$ cat config.mk
export PLATFORM = sky130hd
export DESIGN_NAME = div_seq
export DESIGN_NICKNAME = d
export VERILOG_FILES = /design/src/rtl/div_seq.sv
export SDC_FILE = /design/constraint.sdc
export NUM_CORES = 1
export LEC_CHECK = 0
export CAP_MARGIN = 20
export CORE_UTILIZATION = 30
export CTS_BUF_LIST = sky130_fd_sc_hd__clkbuf_8 sky130_fd_sc_hd__clkbuf_16
export CTS_CLUSTER_DIAMETER = 150
export CTS_CLUSTER_SIZE = 20
export DETAILED_ROUTE_END_ITERATION = 10
export GPL_TIMING_DRIVEN = 0
export PLACE_DENSITY = 0.59
export SYNTH_ARGS = -nofsm -noshare
export SYNTH_HDL_FRONTEND = slang
export SYNTH_SLANG_ARGS = --single-unit
$ cat constraint.sdc
create_clock -name clk -period 3.4 [get_ports clk]
set_clock_uncertainty 0.15 [all_clocks]
set_input_delay 0.68 -clock clk [delete_from_list [all_inputs] [get_ports clk]]
set_output_delay 0.68 -clock clk [all_outputs]
set_load 0.005 [all_outputs]
$ cat src/rtl/div_seq.sv
// Iterative restoring radix-2 divider: {remainder, quotient}, WIDTH+2 edges from accept (2 for a zero divisor).
// Result and ready_o are held while start_i stays high; annul_i or dropping start_i returns the sequencer to FREE.
module div_seq #(
  parameter int WIDTH = 32
) (
  input  logic               clk,
  input  logic               rst,
  input  logic               signed_div_i,
  input  logic [WIDTH-1:0]   opdata1_i,
  input  logic [WIDTH-1:0]   opdata2_i,
  input  logic               start_i,
  input  logic               annul_i,
  output logic [2*WIDTH-1:0] result_o,
  output logic               ready_o,
  output logic               busy_o
);

  localparam int CW = $clog2(WIDTH + 1);

  typedef enum logic [1:0] {ST_FREE, ST_BYZERO, ST_ON, ST_END} state_e;

  state_e             state_q, state_d;
  logic [CW-1:0]      cnt_q, cnt_d;
  logic [WIDTH-1:0]   rem_q, rem_d;
  logic [WIDTH-1:0]   quo_q, quo_d;
  logic [WIDTH-1:0]   dvs_q, dvs_d;
  logic               sgn_q, sgn_d;
  logic               neg_dvd_q, neg_dvd_d;
  logic               neg_dvs_q, neg_dvs_d;
  logic [2*WIDTH-1:0] result_q, result_d;
  logic               ready_q, ready_d;

  logic [WIDTH-1:0]   dvd_abs, dvs_abs;
  logic [WIDTH:0]     shifted_hi, trial;
  logic [WIDTH-1:0]   quo_fix, rem_fix;

  assign dvd_abs = (signed_div_i && opdata1_i[WIDTH-1]) ? -opdata1_i : opdata1_i;
  assign dvs_abs = (signed_div_i && opdata2_i[WIDTH-1]) ? -opdata2_i : opdata2_i;

  // The bit shifted out of rem_q must take part in the trial subtraction.
  assign shifted_hi = {rem_q, quo_q[WIDTH-1]};
  assign trial      = shifted_hi - {1'b0, dvs_q};

  assign quo_fix = (sgn_q && (neg_dvd_q ^ neg_dvs_q)) ? -quo_q : quo_q;
  assign rem_fix = (sgn_q && neg_dvd_q) ? -rem_q : rem_q;

  always_comb begin
    state_d   = state_q;
    cnt_d     = cnt_q;
    rem_d     = rem_q;
    quo_d     = quo_q;
    dvs_d     = dvs_q;
    sgn_d     = sgn_q;
    neg_dvd_d = neg_dvd_q;
    neg_dvs_d = neg_dvs_q;
    result_d  = result_q;
    ready_d   = ready_q;
    case (state_q)
      ST_FREE: begin
        result_d = '0;
        ready_d  = 1'b0;
        if (start_i && !annul_i) begin
          sgn_d     = signed_div_i;
          neg_dvd_d = signed_div_i & opdata1_i[WIDTH-1];
          neg_dvs_d = signed_div_i & opdata2_i[WIDTH-1];
          rem_d     = '0;
          quo_d     = dvd_abs;
          dvs_d     = dvs_abs;
          cnt_d     = '0;
          state_d   = (opdata2_i == '0) ? ST_BYZERO : ST_ON;
        end
      end
      ST_BYZERO: begin
        if (annul_i) begin
          state_d  = ST_FREE;
          cnt_d    = '0;
          result_d = '0;
          ready_d  = 1'b0;
        end else begin
          state_d  = ST_END;
          result_d = '0;
          ready_d  = 1'b1;
        end
      end
      ST_ON: begin
        if (annul_i) begin
          state_d  = ST_FREE;
          cnt_d    = '0;
          result_d = '0;
          ready_d  = 1'b0;
        end else if (cnt_q != CW'(WIDTH)) begin
          if (!trial[WIDTH]) begin
            rem_d = trial[WIDTH-1:0];
            quo_d = {quo_q[WIDTH-2:0], 1'b1};
          end else begin
            rem_d = shifted_hi[WIDTH-1:0];
            quo_d = {quo_q[WIDTH-2:0], 1'b0};
          end
          cnt_d = cnt_q + CW'(1);
        end else begin
          state_d  = ST_END;
          result_d = {rem_fix, quo_fix};
          ready_d  = 1'b1;
        end
      end
      ST_END: begin
        if (annul_i || !start_i) begin
          state_d  = ST_FREE;
          cnt_d    = '0;
          result_d = '0;
          ready_d  = 1'b0;
        end
      end
      default: begin
        state_d  = ST_FREE;
        cnt_d    = '0;
        result_d = '0;
        ready_d  = 1'b0;
      end
    endcase
  end

  always_ff @(posedge clk) begin
    if (rst) begin
      state_q   <= ST_FREE;
      cnt_q     <= '0;
      rem_q     <= '0;
      quo_q     <= '0;
      dvs_q     <= '0;
      sgn_q     <= 1'b0;
      neg_dvd_q <= 1'b0;
      neg_dvs_q <= 1'b0;
      result_q  <= '0;
      ready_q   <= 1'b0;
    end else begin
      state_q   <= state_d;
      cnt_q     <= cnt_d;
      rem_q     <= rem_d;
      quo_q     <= quo_d;
      dvs_q     <= dvs_d;
      sgn_q     <= sgn_d;
      neg_dvd_q <= neg_dvd_d;
      neg_dvs_q <= neg_dvs_d;
      result_q  <= result_d;
      ready_q   <= ready_d;
    end
  end

  assign result_o = result_q;
  assign ready_o  = ready_q;
  assign busy_o   = (state_q != ST_FREE);

endmodule

==> tab_implementation.tex, run 1 <==
\begin{tabular}{lr}
\hline
Metric & Value \\
\hline
\multicolumn{2}{l}{\textbf{Global route}} \\
GRT overflow & 0 \\
Global-route wire length before repair & 55.8 mm \\
Number of global-route vias before repair & 10,191 \\
Antenna violations before repair & 0 \\
Combined global-route utilization of all metal layers & 0.186 \\
Pin count of the biggest net entering global routing & 17 \\
\multicolumn{2}{l}{\textbf{Timing}} \\
Worst setup margin & 0.0967 ns \\
Maximum achievable frequency & 303 MHz \\
Transition at the pin with the smallest max-transition slack & 1.01 ns \\
RSZ-0062 raised after global routing & true \\
Total count of hold-check failures in the final report & 0 \\
Slew margin rel. & 0.315 \\
Max Slew Vio Count & 0 \\
Accumulated negative setup slack & 0 ns \\
Number of setup violations in the final report & 0 \\
Min Clock Period, post-route & 3.30 ns \\
Post-route clock period utilization & 0.972 \\
\multicolumn{2}{l}{\textbf{Setup path}} \\
Setup crit start kind & primary input \\
List of cells traversed by the critical path & clkdlybuf4s50\_1 -> nand2b\_1 -> nor4b\_1 -> clkbuf\_1 -> nand4\_1 -> o311ai\_1 \\
Cell with the largest stage delay on the worst path & nor4b\_1 \\
R2r endpoint & rem\_q[6]\$\_SDFFE\_PP0P\_ \\
Crit Path Category & primary input to flop \\
Worst Path Buf+Inv & 2 \\
Data arrival time of the worst path & 3.48 ns \\
Depth of the worst register-to-register path & 14 \\
Family with the most delay on the worst path & simple AND/OR/NAND/NOR gates \\
Crit path capture type & flop \\
Slowest stage delay, CP & 0.98 ns \\
Worst flop-to-flop path startpoint & quo\_q[31]\$\_SDFFE\_PP0P\_ \\
Worst R2R Setup Slack & 0.14 ns \\
Critical path fanouts, max & 10 \\
Required @ worst endpoint & 3.58 ns \\
\multicolumn{2}{l}{\textbf{Drt}} \\
Avg Vias per Cell & 5.19 \\
Drt wl/cell & 17.0 um \\
Via count & 10,691 \\
DR iter-0 viols & 780 \\
Pre-Repair DR Iteration Count & 8 \\
Post-route ant nets & 0 \\
\# DRC & 6 \\
Post-Route WL & 35.1 mm \\
\multicolumn{2}{l}{\textbf{Cells and area}} \\
Commonest non-fill, non-tap cells in the layout & 167 x dfxtp\_1, 165 x nor2\_1, 161 x nand2\_1 \\
Commonest non-fill, non-tap cell in the layout & dfxtp\_1 \\
Non-filler cells in the finished layout & 2,060 \\
Final nets & 1,700 \\
Diode count & 0 \\
Area growth from synthesis to layout & 25.6\% \\
Share of final-layout standard cells stronger than drive strength 1 & 0.0619 \\
\multicolumn{2}{l}{\textbf{Floorplanning}} \\
Floorplan die area & 0.0374 mm\^{}2 \\
Initial Utilization & 0.307 \\
Die Y-Extent & 193 um \\
Std-Cell Core Area & 0.0358 mm\^{}2 \\
Row count & 69 \\
I/O pin total & 135 \\
Die extent in x & 193 um \\
\multicolumn{2}{l}{\textbf{Placement}} \\
Routability cong. & 0.897 \\
Placed cell count & 2,014 \\
Number of buffers added on ports & 134 \\
Minimum setup slack after placement & -0.796 ns \\
DPL Wire Length & 27.7 mm \\
\multicolumn{2}{l}{\textbf{CTS}} \\
TritonCTS clock tree & yes \\
Number of buffers created by CTS & 17 \\
Num Clock Sinks & 172 \\
Clock-pin slew on the worst setup and hold paths & 0.07 ns \\
Buffers from clock root to sink, at most & 2 \\
Source-to-sink clock delay at the later pin of the worst-skew pair & 0.44 ns \\
Number of H-tree levels & 4 \\
Clock Root Buffer & clkbuf\_16 \\
Hold buffer count at CTS & 0 \\
\multicolumn{2}{l}{\textbf{Pwr}} \\
Cell leakage power & 4.97 nW \\
Power density relative to cell area & 531 mW/mm\^{}2 \\
Largest vdd supply drop & 0.000373 V \\
\multicolumn{2}{l}{\textbf{Status}} \\
Failing checks & DRC \\
Status & finished with violations \\
\multicolumn{2}{l}{\textbf{Synthesis}} \\
Seq/Total Area, Yosys & 0.313 \\
Average size of a mapped cell & 7.75 um\^{}2 \\
Synthesized net count & 1,532 \\
Count of state elements after synthesis & 172 \\
Area contributors post-synth & dfxtp\_1 31\%, xnor2\_1 6.7\%, nor2\_1 5.7\% \\
Syn Std Cell Area & 0.0110 mm\^{}2 \\
Number of instances in the synthesized netlist & 1,419 \\
Synth async-reset ratio & 0 \\
Number of distinct standard cells referenced by the synthesized netlist & 79 \\
Yosys top cell by area & dfxtp\_1 \\
Post-synth top area share & 0.313 \\
Number of flops mapped to enable cells by yosys & 0 \\
Total number of yosys warnings & 0 \\
Most used DFF post-synth & dfxtp\_1 \\
\multicolumn{2}{l}{\textbf{Worst hold path}} \\
Instance count along the most critical hold path & 2 \\
Class of the worst hold path & flop to flop \\
Hold Crit Start & result\_o[32]\$\_SDFFE\_PP0P\_ \\
Worst min-delay path endpoint & result\_o[32]\$\_SDFFE\_PP0P\_ \\
\multicolumn{2}{l}{\textbf{Run}} \\
Maximum capacitance violations & 0 \\
\hline
\end{tabular}
cells in the mapped netlist, types with 6 or more instances:
master and n:
mux2i_1 26, dfxtp_1 172, o311ai_1 6, nand2b_1 13, nand4_1 6, nor3_1 26
a211oi_1 33, and3_1 9, o41ai_1 6, o21ai_1 33, nand2_1 163, ha_1 43
clkbuf_1 71, o211ai_1 9, nor2b_1 10, nand3_1 21, inv_1 59, xor2_1 59
a31oi_1 11, a22oi_1 48, or4_1 7, o21a_1 7, nor4_1 17, o31ai_1 22
o21bai_1 6, nor2_1 166, a21o_1 11, xnor2_1 84, a22o_1 7, and2_1 6
o21ai_0 68, or3_1 14, a21oi_1 105
layout make-up:
| cell class | instances | area [um^2] |
|---|---|---|
| buffer | 77 | 317 |
| inverter | 59 | 224 |
| sequential | 172 | 3450 |
| multi-input combinational | 1109 | 7140 |
| fill | 3656 | 22000 |
| tap | 461 | 577 |
| clock inverter | 12 | 138 |
| timing repair buffer | 151 | 1510 |
| clock buffer | 19 | 453 |
kinds of logic (layout without fill, tap and decap cells):
family / count (synthesis) / after routing / synth area share
multiplexers: 26 / 26 / 0.0237
buffers and inverters: 138 / 318 / 0.0490
flip-flops: 172 / 172 / 0.313
adder cells (fa/ha/maj): 44 / 44 / 0.0507
AO/OA/AOI/OAI: 413 / 413 / 0.245
AND/OR/NAND/NOR: 482 / 482 / 0.202
XOR/XNOR: 144 / 144 / 0.116
flip-flops by register name, summed over array words and instances (netlist names):
register   count
state_q        2
neg_dvs_q      1
neg_dvd_q      1
dvs_q         32
result_o      64
cnt_q          6
sgn_q          1
quo_q         32
ready_o        1
rem_q         32
stage by stage:
step / total power, W / utilization / cell area, um^2 / hold WS, ns
6_report: 0.00734 / 0.386 / 13800 / 0.313
5_1_grt: 0.00780 / 0.386 / 13800 / 0.327
4_1_cts: 0.00729 / 0.381 / 13700 / 0.315
3_5_place_dp: 0.00520 / 0.361 / 12900 / 0.298
3_3_place_gp: 0.00516 / 0.361 / 12900 / 0.298
2_1_floorplan: 0.00439 / - / 11000 / 0.282
routing by layer:
layer | part of all wire | track usage
met5 | 0 | 0
met4 | 0.014 | 0.0450
met3 | 0.051 | 0.0284
met2 | 0.44 | 0.293
met1 | 0.49 | 0.263
power breakdown:
group | total [W] | switching, W | leakage [nW] | internal (W)
Combinational | 0.00287 | 0.00172 | 3.28 | 0.00114
Clock | 0.00200 | 0.000872 | 0.286 | 0.00113
Sequential | 0.00247 | 0.000250 | 1.40 | 0.00222
worst max path at each step:
stage / start / endpoint / slack [ns] / depth (start not counted)
global route: cnt_q[0]$_SDFFE_PP0P_ / rem_q[25]$_SDFFE_PP0P_ / -0.03 / 10
CTS: quo_q[31]$_SDFFE_PP0P_ / rem_q[29]$_SDFFE_PP0P_ / 0.01 / 14
finish: annul_i / rem_q[2]$_SDFFE_PP0P_ / 0.1 / 6
global placement: annul_i / result_o[60]$_SDFFE_PP0P_ / -0.70 / 9
floorplan: quo_q[31]$_SDFFE_PP0P_ / rem_q[10]$_SDFFE_PP0P_ / 0.27 / 13
detailed placement: annul_i / result_o[58]$_SDFFE_PP0P_ / -0.80 / 9
timing repair:
| item | in CTS | in global routing |
|---|---|---|
| pin swaps | 3 | 8 |
| gates cloned | 1 | 1 |
| resized for setup | 14 | 30 |
| endpoints found under the setup margin | 61 | 62 |
| buffers inserted | 9 | 7 |
worst register-to-register path, stage by stage (launching register included):
cell and delay, ns:
dfxtp_2 0.36, inv_4 0.05, ha_4 0.16, fa_2 0.34
nand2b_4 0.18, a211oi_4 0.25, o2111ai_2 0.19, a211oi_2 0.33
o2111ai_1 0.17, nand2_2 0.15, xor2_4 0.23, buf_12 0.14
buf_4 0.13, mux2i_1 0.21, o21ai_1 0.09
No activity file was read; power rests on OpenSTA's default activity.
==> run 2: changes to the inputs <==
- SKIP_LAST_GASP: not set -> 1
==> results of run 2 <==
Final layout, timing and power as in run 1 (identical DEF).
==> RTL change (flow settings as in run 1) <==
Set the parameter `WIDTH` to 64 (it was 32).
--- a/src/rtl/div_seq.sv
+++ b/src/rtl/div_seq.sv
@@ -2,5 +2,5 @@
 // Result and ready_o are held while start_i stays high; annul_i or dropping start_i returns the sequencer to FREE.
 module div_seq #(
-  parameter int WIDTH = 32
+  parameter int WIDTH = 64
 ) (
   input  logic               clk,
Ports: changed (resized opdata1_i, opdata2_i and result_o); port bits go from 135 to 263. The function was not compared with the original's and may differ.
==> RTL change against run 1 <==
The run ends with setup timing left. Critical path type is now flop to flop. Setup slack worse by 0.43 ns. Power rose by 74%. Sequential cell count up 161. Synthesized area is 99% higher. Sequential share of layout area fell by 1.0 points. Routed wire length increased by 150%. Highest routed layer is now met5. Design area rose by 100%.
==> RTL change: results (changes against run 1) <==
* Buffers added on ports at 262 (+96%)
* Most instantiated cells after synthesis: 340 x nand2_1, 333 x dfxtp_1, 304 x nor2_1
* Worst Path Max Fanout at 4 (-6)
* Endpoints failing setup at 8 (+8)
* R2r endpoint: result_o[61]
* Post-Synth Adder-Cell Area at 4.38% (-0.69 points)
* Worst EP required at 3.71 ns (+0.13 ns)
* Net Count, Synth at 3103 (+100%)
* Initial antenna violation count at 17 (+17)
* Layout cells sized above 1 at 9.55% (+3.4 points)
* Reg2reg start: quo_q[10]
* Outcome: finished with violations
* Synth top area cells: dfxtp_1 30%, xnor2_1 6.4%, nand2_1 5.8%
* Seq/Total Area, Yosys at 30.5% (-0.83 points)
* Final HPWL DP at 68100 um (+150%)
* CTS Buf Count at 20 (+3)
* Post-route DRC at 0 (-6)
* Count of cell types in the netlist at 75 (-5.1%)
* Hold Path Origin: dvs_q[56]
* CP max stage delay at 0.55 ns (-0.43 ns)
* CTS H-tree depth at 1 (-3)
* CTS max path bufs at 3 (+1)
* Clock-pin transition on the worst setup and hold timing paths at 0.09 ns (+0.02 ns)
* Post-Synth XOR/XNOR Area at 11.6% (-0.065 points)
* Net count, final at 3413 (+100%)
* Placed Area at 25800 um2 (+100%)
* Mapped Area at 21900 um2 (+99%)
* Fill count at 7570 (+110%)
* Final worst slack at -0.333 ns (-0.429 ns)
* Failing checks: setup timing
* Routed vias/inst at 5.42 (+4.4%)
* GR Util All Layers at 22.2% (+3.6 points)
* Synth Area in Compound Gates at 24.9% (+0.40 points)
* Final Wtd Congestion at 0.963 (+7.4%)
* Mux cell area share after synthesis at 2.43% (+0.059 points)
* First-pass GRT wire length at 128000 um (+130%)
* Worst reg2reg path depth at 10 (-4)
* Worst slew pin tran at 0.936 ns (-0.0769 ns)
* Largest net degree at the start of global routing at 21 (+4)
* Worst-skew pair later-pin latency at 0.58 ns (+0.14 ns)
* Slowest cell on the critical path: or4_4
==> RTL change: worst register-to-register path: stages, from the launching register on <==
cell     delay [ns]
dfxtp_4        0.35
or4_4          0.53
or3_4          0.38
or4_4          0.55
or3_4          0.35
or4_4          0.44
o41ai_4        0.30
o21a_4         0.19
o21ai_2        0.05
xor2_1         0.15
a22o_1         0.18
==> RTL change: per-stage QoR <==
stage               worst slack (ns)  setup TNS [ns]  total power, mW  std cells  hold slack, ns
floorplan                     -0.241          -0.505             7.90       2894           0.282
global placement               -1.44         -176.22             9.57       4106           0.292
detailed placement             -1.41         -130.86             9.59       4110           0.301
CTS                           -0.404           -3.97             12.4       4133           0.314
global route                  -0.413           -3.09             13.5       4161           0.330
finish                        -0.333           -1.87             12.8       4161           0.318
==> RTL change: logic make-up after synthesis <==
group / count (synthesis)
XOR/XNOR: 289
buffers and inverters: 305
multiplexers: 53
AND/OR/NAND/NOR: 996
adder cells (fa/ha/maj): 76
AO/OA/AOI/OAI: 842
flip-flops: 333
==> RTL change: area by class of cell <==
cell class | instances | area share [%]
clock inverter | 1 | 0.0269
sequential | 333 | 24.0
antenna | 6 | 0.0537
inverter | 111 | 1.50
timing repair buffer | 319 | 11.3
clock buffer | 22 | 1.93
buffer | 163 | 2.67
multi-input combinational | 2256 | 54.3
tap | 950 | 4.25
==> RTL change: power by group <==
part,internal [mW],total [mW],switching (mW)
clock,1.13,2.57,1.44
sequential,4.23,4.62,0.384
combinational,2.00,5.59,3.59
total,7.36,12.8,5.41
==> RTL change: worst max path at each step <==
stage / from / end / slack [ns] / cells after the start
floorplan: quo_q[10] / result_o[57] / -0.24 / 8
global placement: quo_q[63] / quo_q[0] / -1.44 / 14
detailed placement: quo_q[63] / quo_q[0] / -1.41 / 14
CTS: quo_q[10] / result_o[57] / -0.40 / 8
global route: quo_q[10] / result_o[61] / -0.41 / 10
finish: quo_q[10] / result_o[61] / -0.33 / 10
==> RTL change: what timing repair did <==
action / CTS / global route
cloned: 1 / 1
pin swaps: 22 / 47
endpoints found under the setup margin: 154 / 194
resized for setup: 142 / 169
buffers inserted: 21 / 30
==> RTL change: layer usage <==
| layer | global-route usage (%) | vias up | share of wire, % |
|---|---|---|---|
| met5 | 0 | - | 0.13 |
| met2 | 34.1 | 728 | 44 |
| met3 | 3.85 | 148 | 6.9 |
| li1 | - | 11000 | - |
| met1 | 30.8 | 10700 | 46 |
| met4 | 8.41 | 18 | 3.6 |
